`config.mk`:
```
export PLATFORM = sky130hd
export DESIGN_NAME = cache_line_transfer_flat
export DESIGN_NICKNAME = d
export VERILOG_FILES = /design/src/rtl/cache_line_transfer_if.sv /design/src/rtl/cache_line_transfer.sv /design/src/flat_wrapper.sv
export SDC_FILE = /design/constraint.sdc
export NUM_CORES = 1
export LEC_CHECK = 0
export ABC_AREA = 1
export BUFFER_PORTS_ARGS = -buffer_cell sky130_fd_sc_hd__buf_4
export CORE_MARGIN = 5
export CORE_UTILIZATION = 30
export CTS_CLUSTER_SIZE = 12
export DETAILED_ROUTE_END_ITERATION = 8
export PLACE_DENSITY = 0.52
export SETUP_SLACK_MARGIN = 0.4
export SYNTH_ARGS = -nofsm -noshare
export SYNTH_HDL_FRONTEND = slang
export SYNTH_SLANG_ARGS = --single-unit
```
`constraint.sdc`:
```
create_clock -name clk -period 12.19 [get_ports clk]
set_input_delay 2.438 -clock clk [delete_from_list [all_inputs] [get_ports clk]]
set_output_delay 2.438 -clock clk [all_outputs]
set_load 0.01 [all_outputs]
```
`src/rtl/cache_line_transfer_if.sv`:
```
// Request, data-memory and narrow-bus signals of the cache line-transfer engine.
// The engine connects through the master modport; its environment uses slave.
interface cache_line_transfer_if #(
  parameter int AINDEX_WIDTH   = 3,
  parameter int CH_NUM_WIDTH   = 2,
  parameter int CASH_MEM_WIDTH = 128,
  parameter int BUS_WIDTH      = 32,
  parameter int ADDR_WIDTH     = 32
);
  logic                      req_valid;
  logic                      req_ready;
  logic                      req_wb;
  logic                      req_fill;
  logic [AINDEX_WIDTH-1:0]   req_index;
  logic [CH_NUM_WIDTH-1:0]   req_chan;
  logic [ADDR_WIDTH-1:0]     req_wb_addr;
  logic [ADDR_WIDTH-1:0]     req_fill_addr;
  logic                      done;
  logic                      err;
  logic [AINDEX_WIDTH-1:0]   dm_index;
  logic [CH_NUM_WIDTH-1:0]   dm_chan;
  logic                      dm_wr;
  logic [CASH_MEM_WIDTH-1:0] dm_data_in;
  logic [CASH_MEM_WIDTH-1:0] dm_data_out;
  logic                      bus_valid;
  logic                      bus_wr;
  logic [ADDR_WIDTH-1:0]     bus_addr;
  logic [BUS_WIDTH-1:0]      bus_wdata;
  logic                      bus_ready;
  logic [BUS_WIDTH-1:0]      bus_rdata;

  modport master (
    input  req_valid, req_wb, req_fill, req_index, req_chan, req_wb_addr, req_fill_addr,
    input  dm_data_out, bus_ready, bus_rdata,
    output req_ready, done, err, dm_index, dm_chan, dm_wr, dm_data_in,
    output bus_valid, bus_wr, bus_addr, bus_wdata
  );

  modport slave (
    output req_valid, req_wb, req_fill, req_index, req_chan, req_wb_addr, req_fill_addr,
    output dm_data_out, bus_ready, bus_rdata,
    input  req_ready, done, err, dm_index, dm_chan, dm_wr, dm_data_in,
    input  bus_valid, bus_wr, bus_addr, bus_wdata
  );
endinterface

```
`src/rtl/cache_line_transfer.sv`:
```
// Moves one cache line between the data memory and a narrow bus: optional write-back, then optional fill.
// Optional per-beat bus timeout is enabled with `define LINE_XFER_TIMEOUT_EN.
module cache_line_transfer #(
  parameter int AINDEX_WIDTH   = 3,
  parameter int CH_NUM_WIDTH   = 2,
  parameter int CASH_MEM_WIDTH = 128,
  parameter int BUS_WIDTH      = 32,
  parameter int ADDR_WIDTH     = 32,
  parameter int TIMEOUT        = 255
) (
  input logic                   clk,
  input logic                   reset,
  cache_line_transfer_if.master xif
);

  localparam int BEATS  = CASH_MEM_WIDTH / BUS_WIDTH;
  localparam int BEAT_W = (BEATS > 1) ? $clog2(BEATS) : 1;
  localparam logic [BEAT_W-1:0]     LAST_BEAT  = BEAT_W'(BEATS - 1);
  localparam logic [ADDR_WIDTH-1:0] BEAT_BYTES = ADDR_WIDTH'(BUS_WIDTH / 8);

  if ((CASH_MEM_WIDTH % BUS_WIDTH) != 0 || TIMEOUT < 1) begin : g_bad_params
    $error("cache_line_transfer: line width must be a multiple of the bus width and TIMEOUT >= 1");
  end

  typedef enum logic [2:0] {IDLE, WB_LOAD, WB_BEAT, FILL_BEAT, FILL_WRITE, DONE} state_t;

  state_t                    state;
  logic [BEAT_W-1:0]         beat;
  logic [BEAT_W-1:0]         beat_nxt;
  logic [CASH_MEM_WIDTH-1:0] line_buf;
  logic [CASH_MEM_WIDTH-1:0] fill_merged;
  logic                      fill_q;
  logic [ADDR_WIDTH-1:0]     fill_addr_q;
  logic                      abort;

  logic                      req_ready_q;
  logic                      done_q;
  logic                      err_q;
  logic [AINDEX_WIDTH-1:0]   dm_index_q;
  logic [CH_NUM_WIDTH-1:0]   dm_chan_q;
  logic                      dm_wr_q;
  logic [CASH_MEM_WIDTH-1:0] dm_data_in_q;
  logic                      bus_valid_q;
  logic                      bus_wr_q;
  logic [ADDR_WIDTH-1:0]     bus_addr_q;
  logic [BUS_WIDTH-1:0]      bus_wdata_q;

  assign beat_nxt = beat + BEAT_W'(1);

  // Line buffer with the current read beat already merged in, so the last beat can go straight to memory.
  always_comb begin
    fill_merged = line_buf;
    fill_merged[int'(beat)*BUS_WIDTH +: BUS_WIDTH] = xif.bus_rdata;
  end

`ifdef LINE_XFER_TIMEOUT_EN
  localparam int WAIT_W = $clog2(TIMEOUT + 1);
  logic [WAIT_W-1:0] wait_cnt;

  // Counts consecutive stalled cycles of the current beat; any completed or idle cycle restarts it.
  always_ff @(posedge clk or posedge reset) begin
    if (reset) begin
      wait_cnt <= '0;
    end else if (bus_valid_q && !xif.bus_ready) begin
      wait_cnt <= wait_cnt + WAIT_W'(1);
    end else begin
      wait_cnt <= '0;
    end
  end

  assign abort = bus_valid_q && !xif.bus_ready && (wait_cnt == WAIT_W'(TIMEOUT - 1));
`else
  assign abort = 1'b0;
`endif

  always_ff @(posedge clk or posedge reset) begin
    if (reset) begin
      state        <= IDLE;
      beat         <= '0;
      line_buf     <= '0;
      fill_q       <= 1'b0;
      fill_addr_q  <= '0;
      req_ready_q  <= 1'b1;
      done_q       <= 1'b0;
      err_q        <= 1'b0;
      dm_index_q   <= '0;
      dm_chan_q    <= '0;
      dm_wr_q      <= 1'b0;
      dm_data_in_q <= '0;
      bus_valid_q  <= 1'b0;
      bus_wr_q     <= 1'b0;
      bus_addr_q   <= '0;
      bus_wdata_q  <= '0;
    end else begin
      done_q  <= 1'b0;
      dm_wr_q <= 1'b0;
      case (state)
        IDLE: begin
          if (xif.req_valid) begin
            req_ready_q <= 1'b0;
            dm_index_q  <= xif.req_index;
            dm_chan_q   <= xif.req_chan;
            fill_q      <= xif.req_fill;
            fill_addr_q <= xif.req_fill_addr;
            beat        <= '0;
            if (xif.req_wb) begin
              state      <= WB_LOAD;
              bus_addr_q <= xif.req_wb_addr;
            end else if (xif.req_fill) begin
              state       <= FILL_BEAT;
              bus_valid_q <= 1'b1;
              bus_wr_q    <= 1'b0;
              bus_addr_q  <= xif.req_fill_addr;
            end else begin
              state  <= DONE;
              done_q <= 1'b1;
            end
          end
        end
        WB_LOAD: begin
          line_buf    <= xif.dm_data_out;
          bus_wdata_q <= xif.dm_data_out[BUS_WIDTH-1:0];
          bus_valid_q <= 1'b1;
          bus_wr_q    <= 1'b1;
          state       <= WB_BEAT;
        end
        WB_BEAT: begin
          if (abort) begin
            state       <= DONE;
            bus_valid_q <= 1'b0;
            bus_wr_q    <= 1'b0;
            done_q      <= 1'b1;
            err_q       <= 1'b1;
          end else if (xif.bus_ready) begin
            if (beat == LAST_BEAT) begin
              beat <= '0;
              if (fill_q) begin
                state      <= FILL_BEAT;
                bus_wr_q   <= 1'b0;
                bus_addr_q <= fill_addr_q;
              end else begin
                state       <= DONE;
                bus_valid_q <= 1'b0;
                bus_wr_q    <= 1'b0;
                done_q      <= 1'b1;
              end
            end else begin
              beat        <= beat_nxt;
              bus_addr_q  <= bus_addr_q + BEAT_BYTES;
              bus_wdata_q <= line_buf[int'(beat_nxt)*BUS_WIDTH +: BUS_WIDTH];
            end
          end
        end
        FILL_BEAT: begin
          if (abort) begin
            state       <= DONE;
            bus_valid_q <= 1'b0;
            done_q      <= 1'b1;
            err_q       <= 1'b1;
          end else if (xif.bus_ready) begin
            line_buf <= fill_merged;
            if (beat == LAST_BEAT) begin
              beat         <= '0;
              state        <= FILL_WRITE;
              bus_valid_q  <= 1'b0;
              dm_wr_q      <= 1'b1;
              dm_data_in_q <= fill_merged;
            end else begin
              beat       <= beat_nxt;
              bus_addr_q <= bus_addr_q + BEAT_BYTES;
            end
          end
        end
        FILL_WRITE: begin
          state  <= DONE;
          done_q <= 1'b1;
        end
        DONE: begin
          state       <= IDLE;
          req_ready_q <= 1'b1;
          err_q       <= 1'b0;
        end
        default: begin
          state       <= IDLE;
          req_ready_q <= 1'b1;
        end
      endcase
    end
  end

  assign xif.req_ready  = req_ready_q;
  assign xif.done       = done_q;
  assign xif.err        = err_q;
  assign xif.dm_index   = dm_index_q;
  assign xif.dm_chan    = dm_chan_q;
  assign xif.dm_wr      = dm_wr_q;
  assign xif.dm_data_in = dm_data_in_q;
  assign xif.bus_valid  = bus_valid_q;
  assign xif.bus_wr     = bus_wr_q;
  assign xif.bus_addr   = bus_addr_q;
  assign xif.bus_wdata  = bus_wdata_q;

endmodule
```
`src/flat_wrapper.sv`:
```
// flat-port wrapper written by rule: the top's interface ports become plain ports
module cache_line_transfer_flat 
#(
  parameter int AINDEX_WIDTH   = 3,
  parameter int CH_NUM_WIDTH   = 2,
  parameter int CASH_MEM_WIDTH = 128,
  parameter int BUS_WIDTH      = 32,
  parameter int ADDR_WIDTH     = 32,
  parameter int TIMEOUT        = 255
)
  (clk, reset, xif_req_valid, xif_req_wb, xif_req_fill, xif_req_index, xif_req_chan, xif_req_wb_addr, xif_req_fill_addr, xif_dm_data_out, xif_bus_ready, xif_bus_rdata, xif_req_ready, xif_done, xif_err, xif_dm_index, xif_dm_chan, xif_dm_wr, xif_dm_data_in, xif_bus_valid, xif_bus_wr, xif_bus_addr, xif_bus_wdata);
  cache_line_transfer_if #(.AINDEX_WIDTH(AINDEX_WIDTH), .CH_NUM_WIDTH(CH_NUM_WIDTH), .CASH_MEM_WIDTH(CASH_MEM_WIDTH), .BUS_WIDTH(BUS_WIDTH), .ADDR_WIDTH(ADDR_WIDTH)) xif_i ();
  input logic clk;
  input logic reset;
  input wire logic [$bits(xif_i.req_valid)-1:0] xif_req_valid;
  input wire logic [$bits(xif_i.req_wb)-1:0] xif_req_wb;
  input wire logic [$bits(xif_i.req_fill)-1:0] xif_req_fill;
  input wire logic [$bits(xif_i.req_index)-1:0] xif_req_index;
  input wire logic [$bits(xif_i.req_chan)-1:0] xif_req_chan;
  input wire logic [$bits(xif_i.req_wb_addr)-1:0] xif_req_wb_addr;
  input wire logic [$bits(xif_i.req_fill_addr)-1:0] xif_req_fill_addr;
  input wire logic [$bits(xif_i.dm_data_out)-1:0] xif_dm_data_out;
  input wire logic [$bits(xif_i.bus_ready)-1:0] xif_bus_ready;
  input wire logic [$bits(xif_i.bus_rdata)-1:0] xif_bus_rdata;
  output wire logic [$bits(xif_i.req_ready)-1:0] xif_req_ready;
  output wire logic [$bits(xif_i.done)-1:0] xif_done;
  output wire logic [$bits(xif_i.err)-1:0] xif_err;
  output wire logic [$bits(xif_i.dm_index)-1:0] xif_dm_index;
  output wire logic [$bits(xif_i.dm_chan)-1:0] xif_dm_chan;
  output wire logic [$bits(xif_i.dm_wr)-1:0] xif_dm_wr;
  output wire logic [$bits(xif_i.dm_data_in)-1:0] xif_dm_data_in;
  output wire logic [$bits(xif_i.bus_valid)-1:0] xif_bus_valid;
  output wire logic [$bits(xif_i.bus_wr)-1:0] xif_bus_wr;
  output wire logic [$bits(xif_i.bus_addr)-1:0] xif_bus_addr;
  output wire logic [$bits(xif_i.bus_wdata)-1:0] xif_bus_wdata;
  assign xif_i.req_valid = xif_req_valid;
  assign xif_i.req_wb = xif_req_wb;
  assign xif_i.req_fill = xif_req_fill;
  assign xif_i.req_index = xif_req_index;
  assign xif_i.req_chan = xif_req_chan;
  assign xif_i.req_wb_addr = xif_req_wb_addr;
  assign xif_i.req_fill_addr = xif_req_fill_addr;
  assign xif_i.dm_data_out = xif_dm_data_out;
  assign xif_i.bus_ready = xif_bus_ready;
  assign xif_i.bus_rdata = xif_bus_rdata;
  assign xif_req_ready = xif_i.req_ready;
  assign xif_done = xif_i.done;
  assign xif_err = xif_i.err;
  assign xif_dm_index = xif_i.dm_index;
  assign xif_dm_chan = xif_i.dm_chan;
  assign xif_dm_wr = xif_i.dm_wr;
  assign xif_dm_data_in = xif_i.dm_data_in;
  assign xif_bus_valid = xif_i.bus_valid;
  assign xif_bus_wr = xif_i.bus_wr;
  assign xif_bus_addr = xif_i.bus_addr;
  assign xif_bus_wdata = xif_i.bus_wdata;
  cache_line_transfer #(.AINDEX_WIDTH(AINDEX_WIDTH), .CH_NUM_WIDTH(CH_NUM_WIDTH), .CASH_MEM_WIDTH(CASH_MEM_WIDTH), .BUS_WIDTH(BUS_WIDTH), .ADDR_WIDTH(ADDR_WIDTH), .TIMEOUT(TIMEOUT)) u_core (.clk(clk), .reset(reset), .xif(xif_i));
endmodule
```
==> results.toml, run 1 <==
[run_status]
status = "completed"

[placement]
place_hpwl_um = 53940
port_buffers = 436
pre_cts_ws_ps = 7047
dp.cells = 3532
routabilityCongestion = 0.8735

[cts]
post-cts-setup-buffer-count = 0
cts_max_level = 2
clkTransAtPathRegs_ps = 60
cts_buffer_depth = 3
cts_resized = 0
cts_tree = "built"
cts_root_buf = "clkbuf_16"
clock_sinks = 368
cts_hold_buf = 0
clk_latency_ps = 590
cts-buffers-inserted = 44

[timing]
worst_pin_slew_ps = 1172
maxSlewHeadroom = 0.2178
fin_tns_setup_ps = 0
finalMaxSlewViolations = 0
min_period_ps = 4372
setup_violations = 0
finClkSkew_ps = 26.11
fin_ws_ps = 7818
max_freq_ghz = 0.2287
fin_crit_sh = 0.3586
rsz0062_at_grt = "no"
hold_viol = 0

[floorplanning]
rows = 91
die_h_um = 260.6
initial_utilization = 0.3042
ioPinCount = 438
die_w_um = 260.6
coreArea_sq_mm = 0.06194
die-area_sq_mm = 0.06792

[setup_path]
crit_fanout = 72
crit_arrival_ps = 4980
r2r-end = "u_core.line_buf[36]$_DFFE_PP0P_"
rrSetupSlack_ps = 8010
start_kind = "input port"
crit_start = "reset"
endpoint = "u_core.line_buf[41]$_DFFE_PP0P_"
worstSetupPathType = "in2async"
rr_worst_depth = 7
r2r_start = "u_core.beat[0]$_DFFE_PP0P_"
cp.required_ps = 12800
worstSetupEndpointType = "asynchronous set/reset pin"

[yosys]
synth_area_per_cell_sq_um = 7.801
syn_inst = 2415
ys_ff_latch = 368
synth.distinct_cells = 34
ys_seq_area_frac = 0.4888
netlist_area_sq_mm = 0.01884
syn-num-nets = 2657
ys_warn_count = 0

[power]
p_total_mw = 6.442
cellPowerDensity_mw_per_mm2 = 268.0
seq_power_share = 0.316
p_leak_nw = 11.39
vdd_drop_max_uv = 197.3
swShare = 0.4542
p_int_mw = 3.516
power.switching_mw = 2.926
combPwrFrac = 0.483
p_clk_frac = 0.201

[final_layout]
postLayoutCoreUtil = 0.3880
layoutNonFillerInstCount = 3616
layout-drive-gt1-share = 0.2014
final_nets = 2983
area_growth_pct = 27.56
fill_cells = 6493

[detailed_routing]
wl_per_cell_um = 22.88
drt_first_pass_iters = 6
vias_per_cell = 5.335
num_vias = 19290
drc = 0
drtIter0Drc = 1602
wl_um = 82730
final_antenna_net_count = 0

[global_route]
grt_usage = 0.2334
grt_pass1_wl_um = 121700
grt-ovfl-total = 0
antenna_found_initial = 14
first_global_vias = 19200
grt_max_degree = 169

[job]
max_cap_violations = 0

[min_path]
hold_path.class = "reg2reg"
[cell type report]
type | count | area [sq um] | share of cell area
Clock buffer | 62 | 1249 | 0.05196
Inverter | 249 | 945.9 | 0.03936
Tap cell | 837 | 1047 | 0.04358
Clock inverter | 14 | 125.1 | 0.005206
Timing Repair Buffer | 459 | 3458 | 0.1439
Sequential cell | 368 | 9214 | 0.3834
Multi-Input combinational cell | 1619 | 7974 | 0.3318
Antenna cell | 8 | 20.02 | 0.0008330
[cell usage in the layout (no fill, tap or decap), types with 10 or more instances in the layout]
master,synthesis,layout
a21oi_1,259,259
nand2_1,570,568
o21ai_1,57,57
o211ai_1,19,19
o22ai_1,135,135
nand3_1,81,79
a22oi_1,126,126
inv_1,238,237
o21ai_0,223,223
dfrtp_1,367,366
nor2_1,105,104
clkinv_2,0,10
clkbuf_16,0,44
clkbuf_1,111,10
buf_4,10,458
[logic make-up after synthesis]
logic type,Yosys count,share of synthesized area
buf+inv,428,0.09058
other cells,1,0.0001990
xor+xnor,3,0.001395
simple gates,781,0.1650
compound gates,827,0.2493
flops,368,0.4888
fa+ha+maj,7,0.004648
[layer usage]
metal	track usage	share of wire	up-vias
met5	0	0.0013	-
met4	0.08996	0.038	12
met3	0.04654	0.073	167
met2	0.3744	0.47	799
met1	0.3123	0.42	9497
li1	-	-	8817
[sequential cells by signal, indices dropped and copies added, names as in the netlist]
signal	flops
u_core.line_buf	128
u_core.xif.dm_data_in	128
u_core.fill_addr_q	32
u_core.xif.bus_addr	32
u_core.xif.bus_wdata	32
u_core.state	3
u_core.xif.dm_index	3
u_core.beat	2
u_core.xif.dm_chan	2
u_core.fill_q	1
u_core.xif.bus_valid	1
u_core.xif.bus_wr	1
u_core.xif.dm_wr	1
u_core.xif.done	1
u_core.xif.req_ready	1
[synth_stat cells]
library cell	number	share of area
o31ai_1	2	0.00080
clkinv_1	2	0.00040
a22oi_1	126	0.050
dfrtp_1	367	0.49
o211ai_1	19	0.0076
nand3b_4	1	0.0011
nand3_1	81	0.022
buf_2	50	0.013
o22ai_1	135	0.045
a221oi_1	1	0.00046
xnor2_1	1	0.00046
nand4_1	7	0.0023
buf_1	8	0.0016
o21bai_1	1	0.00040
dfstp_2	1	0.0014
nand2_1	570	0.11
buf_4	10	0.0040
o221ai_1	2	0.00093
nor2_1	105	0.021
clkbuf_1	111	0.022
o21ai_0	223	0.059
inv_2	9	0.0018
o21ai_1	57	0.015
nor3_1	8	0.0021
o21ai_2	2	0.00093
xor2_1	2	0.00093
conb_1	1	0.00020
nor4_1	2	0.00066
nor2_2	3	0.0010
inv_1	238	0.047
ha_1	7	0.0046
a21oi_1	259	0.069
nand2_2	2	0.00066
nor2_4	2	0.0012
[worst max-delay path, cell delays in order]
cell and delay [ps]:
buf_4 120, clkinvlp_4 670, buf_4 840, buf_4 770
[how the worst min path moves through the flow]
stage / slack, ps / cells after the start / endpoint / from
2_1_floorplan: 450 / 2 / u_core.fill_addr_q[0]$_DFFE_PP0P_ / u_core.fill_addr_q[0]$_DFFE_PP0P_
3_3_place_gp: 470 / 2 / u_core.xif.dm_index[1]$_DFFE_PP0P_ / u_core.xif.dm_index[1]$_DFFE_PP0P_
3_5_place_dp: 460 / 2 / u_core.xif.dm_index[1]$_DFFE_PP0P_ / u_core.xif.dm_index[1]$_DFFE_PP0P_
4_1_cts: 480 / 2 / u_core.xif.dm_index[1]$_DFFE_PP0P_ / u_core.xif.dm_index[1]$_DFFE_PP0P_
5_1_grt: 500 / 2 / u_core.xif.dm_data_in[3]$_DFFE_PP0P_ / u_core.xif.dm_data_in[3]$_DFFE_PP0P_
6_report: 480 / 2 / u_core.xif.dm_index[1]$_DFFE_PP0P_ / u_core.xif.dm_index[1]$_DFFE_PP0P_
[power groups by stage]
stage                     Combinational (mW)  Sequential (mW)  Clock [mW]
after floorplan                         1.93             2.01           0
after global placement                  3.07             2.03           0
after detailed placement                3.11             2.04           0
after CTS                               3.12             2.03        1.33
after global routing                    3.44             2.08        1.37
final                                   3.11             2.03        1.30
[through the flow]
stage | instance area (sq um) | hold WS [ps]
2_1_floorplan | 18840 | 453.4
3_3_place_gp | 22640 | 466.0
3_5_place_dp | 22640 | 464.0
4_1_cts | 24010 | 477.9
5_1_grt | 24030 | 503.3
6_report | 24030 | 482.6
Power figures use the tool's default switching activity.
==> run 2, diff against run 1 <==
- PLACE_DENSITY: 0.52 -> 0.51
- clock period: 12.19 -> 4.2 ns (I/O delays scaled with it)
==> results.toml, run 2 (synthesis gave the netlist of run 1 again) <==
[final_layout]
ff_latch_area_sq_mm = 0.009214
layout-drive-gt1-share = 0.2044
multi_input_area_sq_mm = 0.007969
final_nets = 2998
final_common_cell = "nand2_1"
area_growth_pct = 28.76
fill_cells = 6474
mostFrequentLayoutCells = "nand2_1 (568), buf_4 (465), dfrtp_1 (366), a21oi_1 (259), inv_1 (237)"
design_area_sq_mm = 0.02426

[power]
seq_power_share = 0.312
p_clk_frac = 0.204
p_int_mw = 10.36
vdd_drop_max_uv = 561.5
p_leak_nw = 11.49
p_total_mw = 18.85
swShare = 0.4506
cellPowerDensity_mw_per_mm2 = 777.0
power.switching_mw = 8.493
combPwrFrac = 0.484

[floorplanning]
initial_utilization = 0.3042
ioPinCount = 438
rows = 91
coreArea_sq_mm = 0.06194
die-area_sq_mm = 0.06792
die_w_um = 260.6
die_h_um = 260.6

[cts]
cts-buffers-inserted = 45
cts_hold_buf = 0
cts_root_buf = "clkbuf_16"
clkTransAtPathRegs_ps = 60
cts_tree = "built"
cts_resized = 0
cts_buffer_depth = 3
clk_latency_ps = 590
cts_max_level = 2
post-cts-setup-buffer-count = 0
clock_sinks = 368

[timing]
whs_ps = 250.3
finClkSkew_ps = 18.85
finalMaxSlewViolations = 0
max_freq_ghz = 0.3032
fin_crit_sh = 0.7853
maxSlewHeadroom = 0.2169
rsz0062_at_grt = "no"
worst_pin_slew_ps = 1173
setup_violations = 0
min_period_ps = 3298
hold_viol = 0

[detailed_routing]
wl_per_cell_um = 22.93
drc = 0
drt_first_pass_iters = 6
drtIter0Drc = 1656
vias_per_cell = 5.289
num_vias = 19200
wl_um = 83270
final_antenna_net_count = 0

[job]
max_cap_violations = 0

[global_route]
grt-ovfl-total = 0
grt_max_degree = 126
grt_pass1_wl_um = 123200
grt_usage = 0.2362
antenna_found_initial = 13
first_global_vias = 19330

[setup_path]
cp_cell_sequence = "inv_1 > ha_2 > inv_2 > nand3_2 > o22ai_1 > nand2_1 > o21ai_0"
cp_top_family = "simple AND/OR/NAND/NOR gates"
cp_slowest_cell = "nand3_2"
worstSetupEndpointType = "flop"
max_stage_delay_ps = 1020
cp.required_ps = 4680
start_kind = "flop"
worstSetupPathType = "reg2reg"
crit_fanout = 29
crit_arrival_ps = 3780
timing.critical_path.buf_inv = 2

[min_path]
hold_path.class = "in2async"

[run_status]
status = "completed"

[placement]
dpl_cell_area_sq_mm = 0.02283
port_buffers = 436
place_hpwl_um = 55150
routabilityCongestion = 0.9049
==> run 2: cell types whose count changed in the layout (fill, tap and decap cells not counted), sizes merged <==
cell | previous run | this run
clkinvlp | 1 | 3
clkinv | 11 | 3
inv | 250 | 251
clkbuf | 62 | 70
buf | 459 | 473
diode | 8 | 6
==> run 2: through the flow <==
step | cells | util | TNS, ps | worst slack [ps]
6_report | 3631 | 0.3917 | 0 | 901.7
5_1_grt | 3630 | 0.3916 | 0 | 629.5
4_1_cts | 3625 | 0.3914 | 0 | 883.2
3_5_place_dp | 3546 | 0.3685 | 0 | 881.1
3_3_place_gp | 3546 | 0.3685 | 0 | 1044
2_1_floorplan | 2415 | - | -579120 | -1577
==> run 2: area by class of cell <==
cell class,instances,share of cell area
clock inverter,9,0.004023
antenna,6,0.0006189
multi-input combinational,1619,0.3285
clock buffer,70,0.05441
inverter,249,0.03899
sequential,368,0.3798
timing repair buffer,473,0.1505
tap,837,0.04317
==> run 2: power groups by stage <==
stage,clock [mW],sequential [mW],combinational (mW)
after floorplan,0,5.85,5.62
after detailed placement,0,5.90,9.11
final,3.85,5.88,9.12
after CTS,3.93,5.86,9.13
after global routing,4.08,6.01,10.1
after global placement,0,5.88,8.95
==> run 2: per-layer routing <==
metal	wire, um	up-vias	part of all wire	global-route usage
li1	-	8843	-	-
met1	34970	9433	0.42	0.3120
met2	39070	752	0.47	0.3795
met3	6405	161	0.077	0.06018
met4	2714	14	0.033	0.07954
met5	102	-	0.0012	0
==> run 2: worst paths after layout <==
| kind | startpoint | end | slack [ps] | cells past startpoint |
|---|---|---|---|---|
| worst max-delay path | u_core.beat[0]$_DFFE_PP0P_ | u_core.xif.dm_data_in[121]$_DFFE_PP0P_ | 900 | 7 |
| worst min-delay path | reset | u_core.line_buf[54]$_DFFE_PP0P_ | 250 | 2 |
| worst max register to register | u_core.beat[0]$_DFFE_PP0P_ | u_core.xif.dm_data_in[121]$_DFFE_PP0P_ | 900 | 7 |
| worst min register to register | u_core.xif.dm_chan[0]$_DFFE_PP0P_ | u_core.xif.dm_chan[0]$_DFFE_PP0P_ | 470 | 2 |
| max in group asynchronous | reset | u_core.line_buf[109]$_DFFE_PP0P_ | 2920 | 3 |
| min in group clk | xif_req_index[1] | u_core.xif.dm_index[1]$_DFFE_PP0P_ | 470 | 3 |
==> run 3, diff against run 2 <==
- clock period: 4.2 -> 3.1 ns (I/O delays scaled with it)
==> results.toml, run 3 (synthesis gave the netlist of run 1 again) <==
[timing]
max_freq_ghz = 0.3841
rsz0062_at_grt = "no"
fin_tns_setup_ps = 0
setup_violations = 0
fin_crit_sh = 0.8398
hold_viol = 0
min_period_ps = 2604
maxSlewHeadroom = 0.2806
whs_ps = 162.0
finalMaxSlewViolations = 0
fin_ws_ps = 496.5
finClkSkew_ps = 28.03
worst_pin_slew_ps = 1079

[floorplanning]
die_h_um = 260.6
coreArea_sq_mm = 0.06194
ioPinCount = 438
initial_utilization = 0.3042
die_w_um = 260.6
die-area_sq_mm = 0.06792
rows = 91

[setup_path]
r2r-end = "u_core.line_buf[127]$_DFFE_PP0P_"
r2r_start = "u_core.beat[0]$_DFFE_PP0P_"
cp_slowest_cell = "nand3_2"
worstSetupEndpointType = "flop"
start_kind = "flop"
crit_arrival_ps = 3090
rrSetupSlack_ps = 500
crit_fanout = 52
cp_cell_sequence = "buf_4 > ha_2 > nand3_2 > buf_12 > o22ai_1 > nor2_1 > o22ai_1"
cp.required_ps = 3590
rr_worst_depth = 7
worstSetupPathType = "reg2reg"
crit_start = "u_core.beat[0]$_DFFE_PP0P_"
cpMostUsedCell = "o22ai_1"
max_stage_delay_ps = 470

[placement]
dp.cells = 3558
place_hpwl_um = 55530
pre_cts_ws_ps = 516.6
routabilityCongestion = 0.9051
port_buffers = 436

[detailed_routing]
wl_um = 81480
drtIter0Drc = 1852
final_antenna_net_count = 0
num_vias = 19050
vias_per_cell = 5.223
wl_per_cell_um = 22.34
drt_first_pass_iters = 6
drc = 0

[power]
p_leak_nw = 11.60
p_total_mw = 25.66
cellPowerDensity_mw_per_mm2 = 1050
vdd_drop_max_uv = 844.7

[job]
max_cap_violations = 0

[final_layout]
area_growth_pct = 29.75
final_common_cell = "nand2_1"
mostFrequentLayoutCells = "nand2_1 (568), buf_4 (469), dfrtp_1 (366), a21oi_1 (259), inv_1 (237)"
layoutNonFillerInstCount = 3647
final_nets = 3011
layout-drive-gt1-share = 0.2087

[run_status]
status = "completed"

[cts]
clock_sinks = 368
clkTransAtPathRegs_ps = 60
cts_tree = "built"
cts_buffer_depth = 3
cts_root_buf = "clkbuf_16"
cts-buffers-inserted = 46
cts_max_level = 2
clk_latency_ps = 590

[min_path]
hold_path.class = "in2async"

[global_route]
grt_max_degree = 123
grt_usage = 0.2318
grt-ovfl-total = 0
antenna_found_initial = 10
first_global_vias = 19280
grt_pass1_wl_um = 121500
-- run 3: cell types whose count changed in the layout (fill, tap and decap cells not counted), sizes merged --
cell      delta
clkinv       +6
inv          -1
clkinvlp     -1
diode        +1
clkbuf       -1
buf         +12
-- run 3: layout make-up --
class / instances / area, sq um
clock buffers: 69 / 1318
well taps: 837 / 1047
fillers: 6522 / 37490
diodes: 7 / 17.52
flip-flops and latches: 368 / 9214
multi-input cells: 1619 / 7969
repair buffers: 485 / 3824
clock inverters: 13 / 111.4
inverters: 249 / 945.9
-- run 3: power breakdown --
part / internal, mW / switching, mW / total, mW
clock network: 3.02 / 2.21 / 5.23
logic: 4.51 / 8.06 / 12.6
registers: 6.70 / 1.16 / 7.86
total: 14.2 / 11.4 / 25.7
-- run 3: critical path: cells and delay by family (launching register included) --
kind                     cells  cell delay [ps]
buffers and inverters        2              840
AND/OR/NAND/NOR              2              540
flip-flops                   1              420
AO/OA/AOI/OAI                2              400
adder cells (fa/ha/maj)      1              310
-- run 3: layer usage --
layer | track usage | vias to the layer above | routed length [um]
li1 | - | 8865 | -
met4 | 0.06898 | 6 | 2308
met5 | 0 | - | 35
met2 | 0.3784 | 680 | 38460
met3 | 0.05911 | 125 | 6418
met1 | 0.3053 | 9374 | 34260
-- run 3: per-stage QoR --
| stage | instance area (sq um) | util |
|---|---|---|
| floorplan | 18840 | - |
| global placement | 22990 | 0.3712 |
| detailed placement | 22990 | 0.3712 |
| CTS | 24420 | 0.3943 |
| global route | 24440 | 0.3946 |
| finish | 24450 | 0.3947 |
-- run 3: worst max path at each step --
stage                                       endpoint  slack, ps  cells after the start
3_3_place_gp   u_core.xif.dm_data_in[28]$_DFFE_PP0P_        570                      9
5_1_grt        u_core.xif.dm_data_in[91]$_DFFE_PP0P_        410                      8
4_1_cts              u_core.line_buf[26]$_DFFE_PP0P_        500                      9
3_5_place_dp         u_core.line_buf[24]$_DFFE_PP0P_        520                      9
2_1_floorplan             u_core.beat[0]$_DFFE_PP0P_      -2460                      1
6_report            u_core.line_buf[127]$_DFFE_PP0P_        500                      7
-- run 3: what timing repair did --
action | CTS | global route
hold buffers | 0 | 0
setup endpoints to repair | 0 | 32
gates resized for setup | 0 | 2
buffers inserted | 0 | 0
